==> src/rtl/uart_loader_pkg.sv <==
// Shared constants and state encoding for the serial boot loader.
package uart_loader_pkg;

    localparam logic [7:0] SYNC_BYTE = 8'hA5;
    localparam logic [7:0] ACK_BYTE  = 8'h06;
    localparam logic [7:0] NAK_BYTE  = 8'h15;

    typedef enum logic [3:0] {
        ST_IDLE,
        ST_CNT_H,
        ST_CNT_L,
        ST_ADR_H,
        ST_ADR_L,
        ST_DAT_H,
        ST_DAT_L,
        ST_CSUM,
        ST_RESP,
        ST_RUN
    } state_e;

endpackage

==> src/rtl/uart_loader.sv <==
// Serial boot loader: receives a framed program image over the UART byte
// stream, writes it into program RAM, answers ACK/NAK and releases the CPU.
module uart_loader #(
    parameter int unsigned MEM_WORDS      = 4096,
    parameter int unsigned TIMEOUT_CYCLES = 48_000_000
) (
    input  logic        clk,
    input  logic        reset,
    input  logic        rx_valid,
    input  logic [7:0]  rx_data,
    output logic        rx_rd,
    input  logic        tx_busy,
    output logic        tx_wr,
    output logic [7:0]  tx_data,
    output logic        mem_write_enable,
    output logic [0:15] mem_write_addr,
    output logic [0:15] mem_write_data,
    output logic        cpu_run,
    output logic        busy,
    output logic        error
);
    import uart_loader_pkg::*;

    localparam int unsigned   TW        = $clog2(TIMEOUT_CYCLES + 1);
    localparam logic [TW-1:0] TMO_LIMIT = TW'(TIMEOUT_CYCLES);
    localparam logic [16:0]   MEM_LIMIT = 17'(MEM_WORDS);

    state_e        state_q, state_d;
    logic [1:0]    hold_q, hold_d;
    logic          rx_rd_q, rx_rd_d;
    logic [15:0]   cnt_q, cnt_d;
    logic [15:0]   adr_q, adr_d;
    logic [7:0]    hi_q, hi_d;
    logic [7:0]    sum_q, sum_d;
    logic          range_err_q, range_err_d;
    logic          nak_q, nak_d;
    logic [TW-1:0] tmo_q, tmo_d;
    logic [7:0]    tx_data_q, tx_data_d;
    logic          we_q, we_d;
    logic [0:15]   wa_q, wa_d;
    logic [0:15]   wd_q, wd_d;
    logic          run_q, run_d;
    logic          error_q, error_d;

    logic          expect_byte;
    logic          timed;
    logic          accept;
    logic          send;
    logic [16:0]   end_addr;

    always_ff @(posedge clk) begin
        if (reset) begin
            state_q     <= ST_IDLE;
            hold_q      <= '0;
            rx_rd_q     <= 1'b0;
            cnt_q       <= '0;
            adr_q       <= '0;
            hi_q        <= '0;
            sum_q       <= '0;
            range_err_q <= 1'b0;
            nak_q       <= 1'b0;
            tmo_q       <= '0;
            tx_data_q   <= '0;
            we_q        <= 1'b0;
            wa_q        <= '0;
            wd_q        <= '0;
            run_q       <= 1'b0;
            error_q     <= 1'b0;
        end else begin
            state_q     <= state_d;
            hold_q      <= hold_d;
            rx_rd_q     <= rx_rd_d;
            cnt_q       <= cnt_d;
            adr_q       <= adr_d;
            hi_q        <= hi_d;
            sum_q       <= sum_d;
            range_err_q <= range_err_d;
            nak_q       <= nak_d;
            tmo_q       <= tmo_d;
            tx_data_q   <= tx_data_d;
            we_q        <= we_d;
            wa_q        <= wa_d;
            wd_q        <= wd_d;
            run_q       <= run_d;
            error_q     <= error_d;
        end
    end

    always_comb begin
        state_d     = state_q;
        cnt_d       = cnt_q;
        adr_d       = adr_q;
        hi_d        = hi_q;
        sum_d       = sum_q;
        range_err_d = range_err_q;
        nak_d       = nak_q;
        tx_data_d   = tx_data_q;
        we_d        = 1'b0;
        wa_d        = wa_q;
        wd_d        = wd_q;
        run_d       = run_q;
        error_d     = error_q;

        expect_byte = state_q inside {ST_IDLE, ST_CNT_H, ST_CNT_L, ST_ADR_H,
                                      ST_ADR_L, ST_DAT_H, ST_DAT_L, ST_CSUM};
        timed       = expect_byte && (state_q != ST_IDLE);
        // hold_q masks rx_valid for the rx_rd cycle and the one after it
        accept      = rx_valid && (hold_q == 2'd0) && expect_byte;
        send        = (state_q == ST_RESP) && !tx_busy && !reset;
        end_addr    = {1'b0, adr_q[15:8], rx_data} + {1'b0, cnt_q};

        rx_rd_d = accept;
        hold_d  = accept ? 2'd2 : ((hold_q == 2'd0) ? 2'd0 : hold_q - 2'd1);
        tmo_d   = '0;
        if (timed) begin
            tmo_d = accept ? TW'(1) : tmo_q + TW'(1);
        end

        unique case (state_q)
            ST_IDLE: begin
                if (accept && rx_data == SYNC_BYTE) begin
                    error_d     = 1'b0;
                    sum_d       = '0;
                    cnt_d       = '0;
                    range_err_d = 1'b0;
                    nak_d       = 1'b0;
                    state_d     = ST_CNT_H;
                end
            end
            ST_CNT_H: if (accept) begin
                cnt_d[15:8] = rx_data;
                state_d     = ST_CNT_L;
            end
            ST_CNT_L: if (accept) begin
                cnt_d[7:0] = rx_data;
                state_d    = ST_ADR_H;
            end
            ST_ADR_H: if (accept) begin
                adr_d[15:8] = rx_data;
                state_d     = ST_ADR_L;
            end
            ST_ADR_L: if (accept) begin
                adr_d[7:0]  = rx_data;
                range_err_d = end_addr > MEM_LIMIT;
                state_d     = (cnt_q == 16'd0) ? ST_CSUM : ST_DAT_H;
            end
            ST_DAT_H: if (accept) begin
                hi_d    = rx_data;
                sum_d   = sum_q + rx_data;
                state_d = ST_DAT_L;
            end
            ST_DAT_L: if (accept) begin
                sum_d = sum_q + rx_data;
                if (!range_err_q) begin
                    we_d = 1'b1;
                    wa_d = adr_q;
                    wd_d = {hi_q, rx_data};
                end
                adr_d   = adr_q + 16'd1;
                cnt_d   = cnt_q - 16'd1;
                state_d = (cnt_q == 16'd1) ? ST_CSUM : ST_DAT_H;
            end
            ST_CSUM: if (accept) begin
                nak_d     = (rx_data != sum_q) || range_err_q;
                tx_data_d = nak_d ? NAK_BYTE : ACK_BYTE;
                state_d   = ST_RESP;
            end
            ST_RESP: if (send) begin
                if (nak_q) begin
                    error_d = 1'b1;
                    state_d = ST_IDLE;
                end else begin
                    run_d   = 1'b1;
                    state_d = ST_RUN;
                end
            end
            ST_RUN: ;
            default: state_d = ST_IDLE;
        endcase

        if (timed && !accept && tmo_q == TMO_LIMIT) begin
            nak_d     = 1'b1;
            tx_data_d = NAK_BYTE;
            state_d   = ST_RESP;
        end
    end

    assign rx_rd            = rx_rd_q;
    assign tx_wr            = send;
    assign tx_data          = tx_data_q;
    assign mem_write_enable = we_q;
    assign mem_write_addr   = wa_q;
    assign mem_write_data   = wd_q;
    // cpu_run must rise together with the ACK strobe, hence the combinational term
    assign cpu_run          = run_q | (send & ~nak_q);
    assign busy             = timed || (state_q == ST_RESP);
    assign error            = error_q;

endmodule

==> config.mk <==
export PLATFORM = sky130hd
export DESIGN_NAME = uart_loader
export DESIGN_NICKNAME = d
export VERILOG_FILES = /design/src/rtl/uart_loader_pkg.sv /design/src/rtl/uart_loader.sv
export SDC_FILE = /design/constraint.sdc
export NUM_CORES = 1
export LEC_CHECK = 0
export CAP_MARGIN = 20
export CORE_ASPECT_RATIO = 1.2
export CORE_MARGIN = 4
export CORE_UTILIZATION = 40
export DETAILED_ROUTE_END_ITERATION = 16
export SYNTH_ARGS = -nofsm -noshare
export SYNTH_HDL_FRONTEND = slang
export SYNTH_SLANG_ARGS = --single-unit
==> constraint.sdc <==
create_clock -name clk -period 3.6 [get_ports clk]
set_input_delay 0.72 -clock clk [delete_from_list [all_inputs] [get_ports clk]]
set_output_delay 0.72 -clock clk [all_outputs]
set_load 0.05 [all_outputs]
Yosys cells after proc, flatten, opt, wreduce, memory -nomap -nowiden
Index checks and enable logic that the tools add are counted.

Add/subtract/negate cells: 6. Magnitude comparators: 1. Eq/ne operators: 34. Multiplexer cells: 42. Bitwise gates (word level): 8. Reduce and logical (&&, ||, !) cells: 49.

Operators by type and width (number): 2-to-1 mux 16 bit (3); one-hot mux 8 bit (2 select lines) (3); one-hot mux 8 bit (3 select lines) (2); 2-to-1 mux 4 bit (11); one-hot mux 4 bit (10 select lines) (1); adder 26 x 1 -> 26 bit, second input constant (1); == test 26 bit, second input constant (1); 2-to-1 mux 8 bit (3); != test 3 x 2 -> 1 bit, second input constant (7); AND reduction 3 bit (7); 2-to-1 mux 5 bit (4); != test 2 bit, second input constant (10); AND reduction 10 bit (2); adder 16 x 16 -> 17 bit (1); > comparator 17 x 13 -> 1 bit, second input constant (1); adder 16 x 1 -> 16 bit, second input constant (1); == test 16 x 1 -> 1 bit, second input constant (1); == test 4 x 3 -> 1 bit, second input constant (4); logical NOT 16 bit (1); subtractor 16 x 1 -> 16 bit, second input constant (1); nonzero test 2 bit (7); AND reduction 4 bit (3); nonzero test 3 bit (3); OR reduction 3 bit (3); 25 further kinds (59).

Bits in registers: 123. Input bits: 12. Output and inout port bits: 46. Word-level logic and storage cells: 162.

Logic depth before layout (Yosys ltp)
Gate-level depths: netlist of run 1.

Word-level depth: 8. Depth in mapped cells: 10. Mapped depth without buffers: 10.

Worst setup path after synthesis of run 1
Ideal clock, no wire load.

Kind: input to register. Start point: input rx_data[0]. End point: register range_err_q. Library setup time: 0.120 ns. Arrival time: 2.792 ns. Required time: 3.480 ns. Setup slack: 0.688 ns. Cell stages on the path: 9. Path buffers: 0. Path through: ha_1 fa_1 a211oi_1 o21ai_0 a21oi_1 mux2i_1 nor4_1 o211ai_1 o31a_1.

Cells in the longest elaborated chain, start to end: 4. Elaborated cells between the ends (all ways): 8. Those cells by class: add/sub: 1; order compare: 1; eq/ne: 2; mux: 2; reduce/logical: 2.

RTL lines: start: declaration (line uart_loader.sv:10) `input logic [7:0] rx_data,`; adder 16 x 16 -> 17 bit or == test 8 bit (tied branches) (line uart_loader.sv:110, uart_loader.sv:121); > comparator 17 x 13 -> 1 bit or logical AND 1 bit (tied branches) (line uart_loader.sv:144, uart_loader.sv:121); 2-to-1 mux 1 bit or != test 2 x 1 -> 1 bit (tied branches); one-hot mux 1 bit (2 select lines) or AND reduction 3 bit (tied branches); end signal: assignment (line uart_loader.sv:77) `range_err_q <= range_err_d;`; end: declaration (line uart_loader.sv:35) `logic range_err_q, range_err_d;`.

Parallel ways exist; a longest one is shown, timed or not. The select of a mux whose other input is x is not followed. A chain may end at the register's enable or synchronous reset.

Worst setup path in the final report of run 1
Same ends and word-level chain as after synthesis.

==> results.toml, run 1 <==
[yosys]
netlist.area_leader.share = 0.3647
ys_warn_count = 0
ys_top_cells_by_area = "sky130_fd_sc_hd__dfxtp_1 (36%), sky130_fd_sc_hd__nand2_1 (7.5%), sky130_fd_sc_hd__a21oi_1 (6.9%), sky130_fd_sc_hd__ha_1 (5.3%), sky130_fd_sc_hd__nor2_1 (4.9%)"
async_reset_ff_frac = 0
synth.ff_latch_count = 121
netlist-cell-type-count = 65
number_of_enable_type_register_cells_in_the_synthesized_netlist = 0
synth_sequential_area_ratio = 0.3647
leading_area_contributor_after_synthesis = "sky130_fd_sc_hd__dfxtp_1"
synth-main-ff-cell = "sky130_fd_sc_hd__dfxtp_1"
mappedNetlistArea_mm2 = 0.006641
per_instance_average_area_after_synthesis_um2 = 7.660
post_synth_inst_count = 867

[job]
max_cap_viol_count = 0

[clock_network]
clkSlewWorstSetupHoldPaths_ps = 60
cts_setup_buffers = 0
ctsHtreeMaxLevel = 4
root_buffer = "sky130_fd_sc_hd__clkbuf_16"
cts_buffers = 17
clkLatencyLatePin_ps = 420
numClockSinks = 121
cts_tree = "yes"
clock_tree.buffer_depth = 2
hold_buffers = 0
post_cts.resized_instances = 0

[power]
vdd.ir_drop.worst_uv = 318.1
p_clk_frac = 0.530
cellInternalPower_mw = 2.520
swShare = 0.2275
power_density_mw_per_mm2 = 402.5
combPwrFrac = 0.056
power.static_leakage_nw = 2.843
seqPwrFrac = 0.414
switchingPower_uw = 742.3
power_total_mw = 3.263

[floorplan]
num_io_pins = 58
coreArea_mm2 = 0.01627
die-height_um = 149.2
die_extent_in_x_um = 125.6
floorplan.initialDensity = 0.4082
std_cell_rows = 51
die_area_mm2 = 0.01874

[cells_and_area]
fillerInstances = 1667
final_design_area_no_fill_mm2 = 0.008105
proportion_of_layout_cells_with_a_drive_suffix_above_1 = 0.08502
fin_nets = 970
most_common_cell_after_layout_fill_and_taps_aside = "sky130_fd_sc_hd__nand2_1"
regArea_mm2 = 0.002422
multiInputGateArea_mm2 = 0.003926
most-common-layout-cells = "sky130_fd_sc_hd__nand2_1 (133), sky130_fd_sc_hd__dfxtp_1 (121), sky130_fd_sc_hd__a21oi_1 (91), sky130_fd_sc_hd__nor2_1 (86), sky130_fd_sc_hd__clkdlybuf4s50_1 (50)"
area_growth_syn_to_layout_pct = 22.04
insertedDiodeCount = 0

[worst_hold_path]
min_path_type = "register to register"

[placed_design]
gp_routability_congestion = 0.8806
place_area_mm2 = 0.007495
placement.setup.worst_slack_ps = -98.61
numPortBuffers = 53
dp_hpwl_um = 12710

[detailed_routing]
vias_per_cell = 5.500
drt_wl_total_um = 18180
first_iter_violations = 442
antenna_violating_nets_post_route = 0
routed-via-count = 6342
detail_route.drc_violations = 0
first_pass_iteration_count_of_the_detailed_router = 7
routed_wire_length_per_instance_um = 15.77

[sta]
timing.slew.headroom = 0.3415
setup_ws_ps = 343.5
clock-skew-final_ps = 5.934
final_hold_viol_count = 0
maxSlewViolCount = 0
period_minus_ws_final_ps = 3257
rsz0062_at_grt = "false"
post-route-period-util = 0.9046
setup_total_negative_slack_ps = 0
clock.fmax_mhz = 307.1
finalSetupViolations = 0
worst-slew-pin-transition_ps = 980.3

[global_route]
grt_antenna_before_repair = 0
overall_overflow_remaining_after_global_route = 0
gr-usage-all-layers = 0.1959
number_of_global_route_vias_before_repair = 6111
grt_max_degree = 91
wire_length_of_the_first_global_routing_pass_um = 30150

[critical_path]
cp-end-kind = "register"
worstPathMaxFanout = 2
arrival_ps = 3560
timing.setup.critical_path_class = "primary input to register"
cp_data_required_time_ps = 3910
start_kind = "primary input"

[outcome]
run_status = "finished, final reports clean"
flip-flops by register name, indices dropped and copies added (netlist names):
register / flops
tmo_q: 26
adr_q: 16
cnt_q: 16
mem_write_addr: 16
mem_write_data: 16
hi_q: 8
sum_q: 8
state_q: 4
tx_data: 3
hold_q: 2
error: 1
mem_write_enable: 1
nak_q: 1
range_err_q: 1
run_q: 1
rx_rd: 1
power groups by stage:
stage	registers, mW	clock network [mW]	logic [mW]
4_1_cts	1.35	1.77	0.184
2_1_floorplan	1.38	0	0.111
3_5_place_dp	1.38	0	0.183
5_1_grt	1.35	1.81	0.200
6_report	1.35	1.73	0.184
3_3_place_gp	1.38	0	0.184
area by class of cell:
cell class                      instances  area share
Multi-Input combinational cell        674      0.4844
Timing Repair Buffer                   88     0.09663
Clock buffer                           23     0.06144
Clock inverter                          9     0.01389
Sequential cell                       121      0.2989
Inverter                               26     0.01204
Tap cell                              212     0.03273
metrics by stage:
step | cells | utilization | hold slack [ps]
6_report | 1153 | 0.4981 | 449.0
5_1_grt | 1153 | 0.4981 | 470.2
4_1_cts | 1153 | 0.4981 | 452.1
3_5_place_dp | 1121 | 0.4606 | 444.1
3_3_place_gp | 1121 | 0.4606 | 441.0
2_1_floorplan | 870 | - | 436.6
cells in the mapped netlist, types with 8 or more instances:
master and n:
sky130_fd_sc_hd__a21oi_1 91, sky130_fd_sc_hd__xor2_1 16, sky130_fd_sc_hd__ha_1 28, sky130_fd_sc_hd__nor3_1 25, sky130_fd_sc_hd__a22o_1 8, sky130_fd_sc_hd__or3_1 8
sky130_fd_sc_hd__clkbuf_1 41, sky130_fd_sc_hd__o21ai_0 41, sky130_fd_sc_hd__nor2_1 86, sky130_fd_sc_hd__nand2_1 133, sky130_fd_sc_hd__dfxtp_1 121, sky130_fd_sc_hd__a22oi_1 18
sky130_fd_sc_hd__nand3_1 42, sky130_fd_sc_hd__xnor2_1 18, sky130_fd_sc_hd__nand4_1 11, sky130_fd_sc_hd__inv_1 26, sky130_fd_sc_hd__nor4_1 10, sky130_fd_sc_hd__a211oi_1 12
final timing paths:
check	slack, ps	endpoint	start	depth (start not counted)
worst max-delay path	340	range_err_q$_SDFFE_PP0P_	rx_data[0]	12
worst min-delay path	450	mem_write_addr[11]$_SDFFE_PP0P_	mem_write_addr[11]$_SDFFE_PP0P_	2
worst max register to register	720	range_err_q$_SDFFE_PP0P_	cnt_q[0]$_SDFFE_PP0P_	11
worst min register to register	450	mem_write_addr[11]$_SDFFE_PP0P_	mem_write_addr[11]$_SDFFE_PP0P_	2
critical path, stage by stage:
cell and delay [ps]:
sky130_fd_sc_hd__clkdlybuf4s50_1 430, sky130_fd_sc_hd__ha_1 230, sky130_fd_sc_hd__fa_1 390, sky130_fd_sc_hd__buf_4 150, sky130_fd_sc_hd__xor2_1 130, sky130_fd_sc_hd__a21o_1 150
sky130_fd_sc_hd__a2111oi_0 400, sky130_fd_sc_hd__o2111ai_1 180, sky130_fd_sc_hd__nor4_1 260, sky130_fd_sc_hd__buf_4 160, sky130_fd_sc_hd__o211ai_1 80, sky130_fd_sc_hd__o31a_1 280
layer usage:
layer	vias to the layer above	routed length, um	GRT usage
met4	0	473	0.08460
li1	3208	-	-
met2	121	8913	0.3332
met5	-	0	0
met1	2980	8216	0.2455
met3	33	576	0.03223
kinds of logic (layout without fill, tap and decap cells):
family,count (synthesis),after routing,synth area share
buffers and inverters,75,146,0.04653
AO/OA/AOI/OAI,228,228,0.2119
flip-flops,121,121,0.3647
XOR/XNOR,34,34,0.04484
other,1,4,0.0005646
AND/OR/NAND/NOR,373,373,0.2643
multiplexers,5,5,0.008289
adder cells (fa/ha/maj),30,30,0.05878
(Power assumes the default switching activity.)
==> run 2: changes to the inputs <==
--- a/config.mk
+++ b/config.mk
@@ -5,9 +5,9 @@
 export SDC_FILE = /design/constraint.sdc
 export NUM_CORES = 1
 export LEC_CHECK = 0
+export ABC_CLOCK_PERIOD_IN_PS = 3600
 export CAP_MARGIN = 20
 export CORE_ASPECT_RATIO = 1.2
-export CORE_MARGIN = 4
 export CORE_UTILIZATION = 40
 export DETAILED_ROUTE_END_ITERATION = 16
 export SYNTH_ARGS = -nofsm -noshare
==> run 2 against run 1 <==
Setup slack barely moved. Sequential share of layout area decreased by 0.16 points. Non-clock buffer count unchanged. Combinational power increased by 3%. Cell area grew 0.52%. First-iteration DRC count rose by 3.4%. Fmax is essentially flat. Critical endpoint unchanged.
==> results.toml, run 2 (synthesis gave the netlist of run 1 again) <==
[outcome]
run_status = "finished, final reports clean"

[sta]
worst-slew-pin-transition_ps = 1036
maxSlewViolCount = 0
setup_total_negative_slack_ps = 0
clock-skew-final_ps = 5.782
setup_ws_ps = 343.9
post-route-period-util = 0.9045
final_hold_viol_count = 0
rsz0062_at_grt = "false"
timing.slew.headroom = 0.3040
clock.fmax_mhz = 307.1
finalSetupViolations = 0
period_minus_ws_final_ps = 3256

[power]
vdd.ir_drop.worst_uv = 346.4
power.static_leakage_nw = 2.871
power_total_mw = 3.421
power_density_mw_per_mm2 = 419.8

[placed_design]
place_area_mm2 = 0.007495
dp_hpwl_um = 12590
placement.setup.worst_slack_ps = -64.26
gp_routability_congestion = 0.8594
cell_total_after_placement = 1121
numPortBuffers = 53

[worst_hold_path]
min_path_type = "register to register"
worstHoldStart = "mem_write_data[4]$_SDFFE_PP0P_"
hold_end = "mem_write_data[4]$_SDFFE_PP0P_"
min_path_cells = 2

[clock_network]
clkLatencyLatePin_ps = 420
clkSlewWorstSetupHoldPaths_ps = 60
cts_tree = "yes"
cts_setup_buffers = 0
post_cts.resized_instances = 0
hold_buffers = 0
cts_buffers = 17
root_buffer = "sky130_fd_sc_hd__clkbuf_16"
clock_tree.buffer_depth = 2
numClockSinks = 121
ctsHtreeMaxLevel = 4

[job]
max_cap_viol_count = 0

[cells_and_area]
max_reg_flops = 26
insertedDiodeCount = 0
fin_nets = 970
top_register = "tmo_q"
final_cells = 1153
most_common_cell_after_layout_fill_and_taps_aside = "sky130_fd_sc_hd__nand2_1"
final_design_area_no_fill_mm2 = 0.008148
most-common-layout-cells = "sky130_fd_sc_hd__nand2_1 (133), sky130_fd_sc_hd__dfxtp_1 (121), sky130_fd_sc_hd__a21oi_1 (91), sky130_fd_sc_hd__nor2_1 (86), sky130_fd_sc_hd__clkdlybuf4s50_1 (50)"
fillerInstances = 1607
proportion_of_layout_cells_with_a_drive_suffix_above_1 = 0.08395
area_growth_syn_to_layout_pct = 22.68

[floorplan]
num_io_pins = 58
die_area_mm2 = 0.01712
coreArea_mm2 = 0.01621
floorplan.initialDensity = 0.4098
std_cell_rows = 51
die-height_um = 143.2
die_extent_in_x_um = 119.6

[global_route]
wire_length_of_the_first_global_routing_pass_um = 29600
number_of_global_route_vias_before_repair = 5784
grt_max_degree = 91
overall_overflow_remaining_after_global_route = 0
busiest_layer = "met2"
gr-usage-all-layers = 0.2170
globalRouteMet1Util = 0.2752
gr-usage-met3 = 0.04153
grt_antenna_before_repair = 0
grt_use_met2 = 0.3672

[critical_path]
capture_instance_of_the_worst_register_to_register_path = "range_err_q$_SDFFE_PP0P_"
start_kind = "primary input"
rrSetupSlack_ps = 720
rr_worst_depth = 9
cp-end-kind = "register"
worstPathMaxFanout = 4
regToRegStartpoint = "cnt_q[0]$_SDFFE_PP0P_"
timing.setup.critical_path_class = "primary input to register"
arrival_ps = 3560
cp_data_required_time_ps = 3910

[detailed_routing]
routed-via-count = 6348
drt_wl_total_um = 17970
first_pass_iteration_count_of_the_detailed_router = 6
vias_per_cell = 5.506
detail_route.drc_violations = 0
antenna_violating_nets_post_route = 0
first_iter_violations = 457
routed_wire_length_per_instance_um = 15.59
-- run 2: changes by cell type in the layout (fill, tap and decap cells not counted) --
cell                         previous run  this run
sky130_fd_sc_hd__clkinv_2               1         2
sky130_fd_sc_hd__clkinvlp_4             4         2
sky130_fd_sc_hd__clkbuf_1               1         2
sky130_fd_sc_hd__clkbuf_8               5         2
sky130_fd_sc_hd__bufinv_16              2         5
-- run 2: final cells by class --
| cell class | count | area (um2) | area share |
|---|---|---|---|
| clock buffer | 21 | 460.4 | 0.05651 |
| sequential | 121 | 2422 | 0.2973 |
| multi-input combinational | 674 | 3926 | 0.4819 |
| clock inverter | 11 | 192.7 | 0.02365 |
| tap | 212 | 265.3 | 0.03256 |
| timing repair buffer | 88 | 783.3 | 0.09613 |
| inverter | 26 | 97.59 | 0.01198 |
-- run 2: per-stage QoR --
stage          hold slack, ps    util
6_report                447.6  0.5027
4_1_cts                 452.2  0.5027
3_5_place_dp            444.9  0.4624
5_1_grt                 458.7  0.5027
3_3_place_gp            441.7  0.4624
2_1_floorplan           436.6       -
-- run 2: routing by layer --
metal | routed length, um | vias to the layer above
met5 | 0 | -
met4 | 328 | 0
met3 | 711 | 30
met2 | 8593 | 137
met1 | 8337 | 2968
li1 | - | 3213
-- run 2: report_power, final --
group	total, mW	internal [mW]	switching (mW)
Combinational	0.189	0.0668	0.122
Clock	1.88	1.26	0.618
Sequential	1.35	1.34	0.00436
Total	3.42	2.68	0.744
-- run 2: how the worst max path moves through the flow --
stage	from	slack [ps]	to
detailed placement	rx_data[0]	-60	range_err_q$_SDFFE_PP0P_
CTS	rx_data[0]	370	range_err_q$_SDFFE_PP0P_
floorplan	rx_data[0]	690	range_err_q$_SDFFE_PP0P_
global route	rx_data[0]	160	range_err_q$_SDFFE_PP0P_
finish	rx_data[0]	340	range_err_q$_SDFFE_PP0P_
global placement	rx_data[0]	-30	range_err_q$_SDFFE_PP0P_
-- run 2: critical path, cell delays in order --
cell,delay [ps]
sky130_fd_sc_hd__clkdlybuf4s50_1,430
sky130_fd_sc_hd__ha_1,240
sky130_fd_sc_hd__fa_1,390
sky130_fd_sc_hd__a211oi_1,440
sky130_fd_sc_hd__o21ai_0,210
sky130_fd_sc_hd__a21oi_1,220
sky130_fd_sc_hd__mux2i_1,90
sky130_fd_sc_hd__nor4_1,380
sky130_fd_sc_hd__o211ai_1,150
sky130_fd_sc_hd__o31a_1,290
